File: src/rtl/change_dispense_ctrl.sv
// ---------------------------------------------------------------------------
// change_dispense_ctrl
//
// Pays out change after a vend. The owed amount is broken into coins
// greedily (25c, then 10c, then 5c). The controller asks the hopper for one
// coin at a time and tracks how many coins of each value are left.
//
// Hopper handshake: entering EJECT raises exactly one eject_* request. That
// request stays high until a single-cycle hopper_ack is sampled in EJECT; on
// that edge the coin is considered paid. If no ack arrives within TIMEOUT
// EJECT cycles, the request is dropped, jam is raised and the payout is
// aborted. hopper_ack outside EJECT has no effect.
//
// Ports:
//   clk, reset_n          clock, asynchronous active-low reset
//   start, change_amt     payout request; the amount is latched on accept
//   hopper_ack            hopper has ejected the requested coin
//   refill_en/sel/cnt     add refill_cnt coins to one inventory (sel 3 = none)
//   eject_25/10/5         one-hot coin eject requests
//   busy, done            payout in progress / one-cycle end-of-payout pulse
//   short, jam            ended with change owed / aborted on ack timeout
//   remaining             cents still owed
//   inv_25/10/5           current inventory counts (saturating)
// ---------------------------------------------------------------------------
module change_dispense_ctrl #(
    parameter int INV_W   = 6,
    parameter int INIT_25 = 20,
    parameter int INIT_10 = 20,
    parameter int INIT_5  = 20,
    parameter int TIMEOUT = 255
) (
    input  logic             clk,
    input  logic             reset_n,
    input  logic             start,
    input  logic [7:0]       change_amt,
    input  logic             hopper_ack,
    input  logic             refill_en,
    input  logic [1:0]       refill_sel,
    input  logic [INV_W-1:0] refill_cnt,
    output logic             eject_25,
    output logic             eject_10,
    output logic             eject_5,
    output logic             busy,
    output logic             done,
    output logic             short,
    output logic             jam,
    output logic [7:0]       remaining,
    output logic [INV_W-1:0] inv_25,
    output logic [INV_W-1:0] inv_10,
    output logic [INV_W-1:0] inv_5
);

    typedef enum logic [1:0] {
        S_IDLE   = 2'd0,
        S_SELECT = 2'd1,
        S_EJECT  = 2'd2,
        S_DONE   = 2'd3
    } state_t;

    // The counter only has to reach TIMEOUT-1: the last EJECT cycle is the
    // one in which the counter already holds TIMEOUT-1.
    localparam int               CNT_W   = (TIMEOUT < 2) ? 1 : $clog2(TIMEOUT);
    localparam logic [CNT_W-1:0] TO_LAST = CNT_W'(TIMEOUT - 1);
    localparam logic [INV_W-1:0] INV_MAX = '1;

    state_t           state_q, state_d;
    logic [CNT_W-1:0] cnt_q, cnt_d;

    logic       ej25_d, ej10_d, ej5_d;
    logic       busy_d, done_d, short_d, jam_d;
    logic [7:0] rem_d;
    logic [7:0] coin_val;
    logic       dec_25, dec_10, dec_5;
    logic       add_25, add_10, add_5;

    // Refill plus a paid coin in the same cycle: inv + add - 1, clipped at
    // the counter maximum. A coin is only ever chosen while its count is
    // non-zero, so the decrement cannot go below zero; the guard is defensive.
    function automatic logic [INV_W-1:0] inv_next(
        input logic [INV_W-1:0] cur,
        input logic             add_en,
        input logic [INV_W-1:0] add,
        input logic             dec
    );
        logic [INV_W:0] sum;
        sum = {1'b0, cur} + (add_en ? {1'b0, add} : {(INV_W+1){1'b0}});
        if (dec && (sum != '0)) begin
            sum = sum - (INV_W+1)'(1);
        end
        if (sum > {1'b0, INV_MAX}) begin
            return INV_MAX;
        end
        return sum[INV_W-1:0];
    endfunction

    assign add_25 = refill_en && (refill_sel == 2'd0);
    assign add_10 = refill_en && (refill_sel == 2'd1);
    assign add_5  = refill_en && (refill_sel == 2'd2);

    // The active request identifies the coin being paid.
    assign coin_val = eject_25 ? 8'd25 : (eject_10 ? 8'd10 : 8'd5);

    // State register
    always_ff @(posedge clk or negedge reset_n) begin
        if (!reset_n) begin
            state_q <= S_IDLE;
        end else begin
            state_q <= state_d;
        end
    end

    // Next state and next values of every registered output
    always_comb begin
        state_d = state_q;
        cnt_d   = cnt_q;
        ej25_d  = eject_25;
        ej10_d  = eject_10;
        ej5_d   = eject_5;
        busy_d  = busy;
        done_d  = 1'b0;
        short_d = short;
        jam_d   = jam;
        rem_d   = remaining;
        dec_25  = 1'b0;
        dec_10  = 1'b0;
        dec_5   = 1'b0;

        case (state_q)
            S_IDLE: begin
                if (start) begin
                    rem_d   = change_amt;
                    short_d = 1'b0;
                    jam_d   = 1'b0;
                    busy_d  = 1'b1;
                    state_d = S_SELECT;
                end
            end

            S_SELECT: begin
                if (remaining == 8'd0) begin
                    busy_d  = 1'b0;
                    done_d  = 1'b1;
                    state_d = S_DONE;
                end else if ((remaining >= 8'd25) && (inv_25 != '0)) begin
                    ej25_d  = 1'b1;
                    cnt_d   = '0;
                    state_d = S_EJECT;
                end else if ((remaining >= 8'd10) && (inv_10 != '0)) begin
                    ej10_d  = 1'b1;
                    cnt_d   = '0;
                    state_d = S_EJECT;
                end else if ((remaining >= 8'd5) && (inv_5 != '0)) begin
                    ej5_d   = 1'b1;
                    cnt_d   = '0;
                    state_d = S_EJECT;
                end else begin
                    // Nothing usable left (also covers non-multiples of 5).
                    short_d = 1'b1;
                    busy_d  = 1'b0;
                    done_d  = 1'b1;
                    state_d = S_DONE;
                end
            end

            S_EJECT: begin
                if (hopper_ack) begin
                    ej25_d  = 1'b0;
                    ej10_d  = 1'b0;
                    ej5_d   = 1'b0;
                    rem_d   = remaining - coin_val;
                    dec_25  = eject_25;
                    dec_10  = eject_10;
                    dec_5   = eject_5;
                    state_d = S_SELECT;
                end else if (cnt_q == TO_LAST) begin
                    ej25_d  = 1'b0;
                    ej10_d  = 1'b0;
                    ej5_d   = 1'b0;
                    jam_d   = 1'b1;
                    busy_d  = 1'b0;
                    done_d  = 1'b1;
                    state_d = S_DONE;
                end else begin
                    cnt_d = cnt_q + 1'b1;
                end
            end

            S_DONE: begin
                state_d = S_IDLE;
            end

            default: begin
                state_d = S_IDLE;
            end
        endcase
    end

    // Registered outputs and inventories
    always_ff @(posedge clk or negedge reset_n) begin
        if (!reset_n) begin
            cnt_q     <= '0;
            eject_25  <= 1'b0;
            eject_10  <= 1'b0;
            eject_5   <= 1'b0;
            busy      <= 1'b0;
            done      <= 1'b0;
            short     <= 1'b0;
            jam       <= 1'b0;
            remaining <= 8'd0;
            inv_25    <= INV_W'(INIT_25);
            inv_10    <= INV_W'(INIT_10);
            inv_5     <= INV_W'(INIT_5);
        end else begin
            cnt_q     <= cnt_d;
            eject_25  <= ej25_d;
            eject_10  <= ej10_d;
            eject_5   <= ej5_d;
            busy      <= busy_d;
            done      <= done_d;
            short     <= short_d;
            jam       <= jam_d;
            remaining <= rem_d;
            inv_25    <= inv_next(inv_25, add_25, refill_cnt, dec_25);
            inv_10    <= inv_next(inv_10, add_10, refill_cnt, dec_10);
            inv_5     <= inv_next(inv_5,  add_5,  refill_cnt, dec_5);
        end
    end

endmodule

File: config.mk
export PLATFORM = sky130hd
export DESIGN_NAME = change_dispense_ctrl
export DESIGN_NICKNAME = d
export VERILOG_FILES = /design/src/rtl/change_dispense_ctrl.sv
export SDC_FILE = /design/constraint.sdc
export NUM_CORES = 1
export LEC_CHECK = 0
export ABC_CLOCK_PERIOD_IN_PS = 2300
export CORE_ASPECT_RATIO = 1.25
export CORE_MARGIN = 3
export CORE_UTILIZATION = 50
export DETAILED_ROUTE_END_ITERATION = 10
export PLACE_DENSITY = 0.85
export SYNTH_ARGS = -nofsm -noshare
export SYNTH_HDL_FRONTEND = slang
export SYNTH_SLANG_ARGS = --single-unit
export TNS_END_PERCENT = 30
File: constraint.sdc
create_clock -name clk -period 2.3 [get_ports clk]
set_clock_uncertainty 0.1 [all_clocks]
set_input_delay 0.345 -clock clk [delete_from_list [all_inputs] [get_ports clk]]
set_output_delay 0.345 -clock clk [all_outputs]
set_load 0.05 [all_outputs]
* Yosys cells after proc, flatten, opt, wreduce, memory -nomap -nowiden
Cells that the tools add are included.
** Cells by class
- $add $sub $neg :: 8
- Multiplexer cells :: 78
- Order comparisons :: 6
- Reductions and logical operators :: 31
- Eq/ne operators :: 23
** Operators by type and width (count)
- two-way mux 8 bit :: 8
- two-way mux 6 bit :: 9
- two-way mux 1 bit :: 43
- case mux 8 bit (2 select lines) :: 2
- inequality test 2 bit, second input constant :: 12
- adder 6 x 6 -> 7 bit :: 3
- greater-than comparator 7 x 6 -> 1 bit, second input constant :: 3
- two-way mux 7 bit :: 3
- nonzero test 7 bit :: 3
- subtractor 7 x 1 -> 7 bit, second input constant :: 3
- nonzero test 6 bit :: 3
- inequality test 3 bit, second input constant :: 4
- case mux 1 bit (2 select lines) :: 6
- AND reduction 6 bit :: 2
- AND reduction 5 bit :: 2
- logical AND 1 bit :: 9
- adder 8 x 1 -> 8 bit, second input constant :: 1
- equality test 8 bit, second input constant :: 1
- greater-or-equal comparator 8 x 3 -> 1 bit, second input constant :: 1
- greater-or-equal comparator 8 x 4 -> 1 bit, second input constant :: 1
- greater-or-equal comparator 8 x 5 -> 1 bit, second input constant :: 1
- zero test 8 bit :: 1
- case mux 2 bit (4 select lines) :: 1
- AND reduction 4 bit :: 2
- other kinds (14) :: 22
** Storage, ports and cells
- Flip-flop bits (word level) :: 43
- Bits of input ports :: 21
- Output and inout port bits :: 33

* Depth between registers and ports, before layout
Gate-level depths: netlist of the first run.
- Depth in word-level cells :: 10
- Mapped depth :: 13
- Depth with buffers taken out :: 13

* Least setup slack after synthesis of the first run
No wires, ideal clock.
- Kind :: input -> register
- From :: input port refill_sel[1]
- To :: register inv_25[1]
- Buffers on the path :: 0
- Slack :: -761 ps
- Library setup time :: 65 ps
- Data arrival time :: 2896 ps
- Stages :: 12
- Cells stage by stage :: nor3b_1 and2_1 ha_1 inv_1 fa_1 nand2b_1 a21oi_1 xor2_1 or2_2 o41a_1 mux2_1 nand2_1
** On the way
- Longest elaborated chain between the ends :: 10
- Elaborated cells on any way between the ends :: 11
** RTL lines
- from (decl) :: line 38 : input logic [1:0] refill_sel,
- zero test 2 bit (*) :: line 96 : assign add_25 = refill_en && (refill_sel == 2'd0);
- logical AND 1 bit (*) :: line 96
- two-way mux 6 bit (*) :: line 86 : sum = {1'b0, cur} + (add_en ? {1'b0, add} : {(INV_W+1){1'b0}});
- adder 6 x 6 -> 7 bit (*) :: line 86
- parallel branches: the longest is 2 deep, another holds subtractor 7 x 1 -> 7 bit
- two-way mux 7 bit (*) :: line 87 : if (dec && (sum != '0)) begin
- greater-than comparator 7 x 6 -> 1 bit :: line 90 : if (sum > {1'b0, INV_MAX}) begin
- two-way mux 1 bit :: line 90
- two-way mux 6 bit (*) :: line 93 : return sum[INV_W-1:0];
- to (signal assigned) :: line 210 : inv_25 <= INV_W'(INIT_25);
- to (signal assigned) :: line 223 : inv_25 <= inv_next(inv_25, add_25, refill_cnt, dec_25);
- to (decl) :: line 48 : output logic [INV_W-1:0] inv_25,
Every way passes the cells marked *.
A chain may end at the register's enable or synchronous reset.

* Worst setup path in the final report of the first run
- From :: input port refill_en
- To :: register inv_5[5]
** On the way
- Longest elaborated chain between the ends :: 9
- Elaborated cells on any way between the ends :: 10
** RTL lines
- from (decl) :: line 37 : input logic refill_en,
- logical AND 1 bit (*) :: line 98 : assign add_5 = refill_en && (refill_sel == 2'd2);
- two-way mux 6 bit (*) :: line 86
- adder 6 x 6 -> 7 bit (*) :: line 86
- parallel branches: the longest is 2 deep, another holds subtractor 7 x 1 -> 7 bit
- two-way mux 7 bit (*) :: line 87
- greater-than comparator 7 x 6 -> 1 bit :: line 90
- two-way mux 1 bit :: line 90
- two-way mux 6 bit (*) :: line 93
- to (signal assigned) :: line 212 : inv_5 <= INV_W'(INIT_5);
- to (signal assigned) :: line 225 : inv_5 <= inv_next(inv_5, add_5, refill_cnt, dec_5);
- to (decl) :: line 50 : output logic [INV_W-1:0] inv_5
Marked as above.

==> results.cfg, run 1 <==
[critical_path]
r2r-end = inv_25[1]
worst-path-max-fanout = 6
r2r_start = inv_25[0]
cp.arrival_ps = 2780
critPathRequiredTime_ps = 2380
worst-r2r-cell-count = 10
cp-start-kind = input pin
criticalPathCategory = input pin to register
r2r_slack_ps = -300
cp-end-kind = register

[drt]
drt-pass1-iter-count = 5
drtAntennaViolNets = 0
vias = 4082
post_drt_via_cell_ratio = 5.99
dr.first_iter.drc_count = 281
wire_per_inst_um = 18.8
wl_um = 12800
drc_errors = 0

[global_route]
grt_overflow = 0
grt_pass1_vias = 4115
grt_pass1_wl_um = 18900
grt_max_degree = 27
grt_antenna_before_repair = 0
gr-usage-all-layers_pct = 29.0

[place]
io_buffers = 53
dp_cells = 666
place_area_mm2 = 0.00502
dp_hpwl_um = 8390
gp_congestion = 0.942

[sta]
finalMaxSlewViolations = 0
hold_viol_final = 0
rsz0062_at_grt = true
tns_ps = -5660
period_needed_ps = 2700
relSlewSlack_pct = 65.6
setup_viol = 21
worst_slack_ps = -398
holdWs_ps = 396
fin_crit_sh_pct = 117
fmax_mhz = 371
worst_pin_slew_ps = 515

[yosys]
synth.largest_area_cell = dfrtp_1
synth_warnings = 0
ys_ff_latch = 43
syn_nets = 501
synthArstFlopShare_pct = 100
synth_edf_count = 0
synth_top_area_share_pct = 25.4
ys_top_cells_by_area = dfrtp_1 (25%), ha_1 (12%), nand2_1 (5.1%)
synth.distinct_cells = 63
syn_area_per_cell_um2 = 8.27
yosysSeqAreaShare_pct = 29.7
synth_flop_cell = dfrtp_1
syn_area_mm2 = 0.00365
synthCells = 441

[clock_network]
cts.root.buffer_cell = clkbuf_8
cts_tree = done
cts.htree.levels = 2
clkLatencyLatePin_ps = 300
clock_path_buffers = 2
clk_pin_slew_worst_paths_ps = 90
cts.sinks = 43
numCtsBuffers = 5

[cells_and_area]
layout.cells.non_filler = 682
antenna_cells = 0
nNetsFinal = 651
syn2layout_area_growth_pct = 55.5
drive_gt1_share_pct = 34.0
final_core_util_pct = 80.8
design_area_mm2 = 0.00567

[floorplan]
die_area_mm2 = 0.00836
die_w_um = 82.4
core.rowCount = 34
die_height_um = 101
initial_core_util_pct = 51.9
core_mm2 = 0.00702
boundaryPins = 54

[power]
cellPowerDensity_mw_per_mm2 = 1440
irDropWorstVdd_mv = 1.06
leakagePower_nw = 2.47

[outcome]
outcome = complete, but fails checks
violations = setup timing

[flow_run]
cap_violations = 0

[worst_hold_path]
min_path_type = input pin to asynchronous set/reset pin
-- through the flow --
step                      setup WS [ps]  total power [mW]
after floorplan                    -510              4.58
after detailed placement          -1210              6.59
final                              -398              8.18
after CTS                          -302              7.67
after global placement            -1100              6.38
after global routing               -460              8.65
-- registers in the layout (all words and copies together) (netlist names) --
signal / count
eject_25: 1
remaining: 8
inv_5: 6
eject_10: 1
eject_5: 1
inv_10: 6
busy: 1
cnt_q: 8
done: 1
short: 1
jam: 1
state_q: 2
inv_25: 6
-- cell type report --
cell class,count,area (um2)
clock buffer,6,72.6
timing repair buffer,150,1270
sequential,43,1090
inverter,34,128
fill,385,1350
tap,90,113
clock inverter,2,60.1
multi-input combinational,357,2940
-- timing repair --
item                                    4_1_cts  5_1_grt
endpoints found under the setup margin       28       33
pin swaps                                    27       15
gates resized for setup                      76       38
endpoints found under the hold margin        15        0
hold buffers                                  1        0
setup buffers                                 5        2
-- cells by family after synthesis --
logic type / share of synthesized area [%]
multiplexers: 2.37
flip-flops: 29.7
adder cells (fa/ha/maj): 14.2
AND/OR/NAND/NOR: 23.6
AO/OA/AOI/OAI: 21.2
XOR/XNOR: 4.56
buffers and inverters: 4.29
-- worst max-delay path by stage --
| stage | start | end | slack [ps] | cells after the start |
|---|---|---|---|---|
| floorplan | refill_sel[0] | inv_25[1] | -510 | 12 |
| global placement | refill_sel[1] | inv_5[2] | -1100 | 14 |
| detailed placement | refill_sel[1] | inv_5[2] | -1210 | 14 |
| CTS | refill_sel[1] | inv_25[1] | -300 | 13 |
| global route | refill_cnt[0] | inv_25[1] | -460 | 12 |
| finish | refill_en | inv_5[5] | -400 | 15 |
-- report_power, final --
part           internal (mW)  switching [mW]
clock network          0.435           0.284
logic                   2.54            3.42
registers               1.11           0.394
-- worst max-delay path, stage by stage --
cell and delay, ps:
buf_2 100, nand2_1 90, nor2_4 150, and2_1 160, ha_1 180, inv_1 90
fa_2 380, buf_4 170, xor2_4 240, nand3_2 160, buf_4 190, nor4_2 210
a31oi_1 90, nor2_1 140, a21oi_1 70
-- placed cells by master, fill, tap and decap left out, types with 6 or more instances in the layout --
| cell type | netlist | final |
|---|---|---|
| buf_4 | 0 | 93 |
| nand2_1 | 50 | 48 |
| clkdlybuf4s50_1 | 0 | 45 |
| dfrtp_1 | 37 | 35 |
| inv_1 | 33 | 31 |
| a21oi_1 | 37 | 29 |
| nor2_1 | 30 | 27 |
| ha_1 | 35 | 23 |
| o21ai_0 | 29 | 18 |
| and2_1 | 16 | 13 |
| o21ai_1 | 2 | 13 |
| xnor2_1 | 12 | 10 |
| nor2b_1 | 10 | 8 |
| ha_4 | 0 | 8 |
| nand3_1 | 11 | 7 |
| nor3_1 | 11 | 6 |
| o31ai_1 | 6 | 6 |
| dfstp_2 | 6 | 6 |
-- synth_stat cells, drive strengths merged, types with 6 or more instances --
cell,number
nand2,50
a21oi,37
dfrtp,37
ha,35
inv,33
o21ai,31
nor2,30
and2,16
nor3,12
xnor2,12
nand3,11
nor2b,10
nand2b,8
xor2,7
dfstp,6
nor4,6
o31ai,6
-- per-layer routing --
layer	vias up	track usage, %	share of wire (%)
met5	-	0	0
met4	0	10.9	3.6
met3	45	4.00	5.4
met2	172	51.9	52
met1	1985	34.4	39
li1	1880	-	-
No activity file was read; power rests on OpenSTA's default activity.
==> run 2, diff against run 1 <==
--- a/config.mk
+++ b/config.mk
@@ -10,6 +10,7 @@
 export CORE_MARGIN = 3
 export CORE_UTILIZATION = 50
 export DETAILED_ROUTE_END_ITERATION = 10
+export GPL_ROUTABILITY_DRIVEN = 1
 export PLACE_DENSITY = 0.85
 export SYNTH_ARGS = -nofsm -noshare
 export SYNTH_HDL_FRONTEND = slang
==> results of run 2 <==
Same layout as run 1: the final DEF is identical, and so are final timing and power.
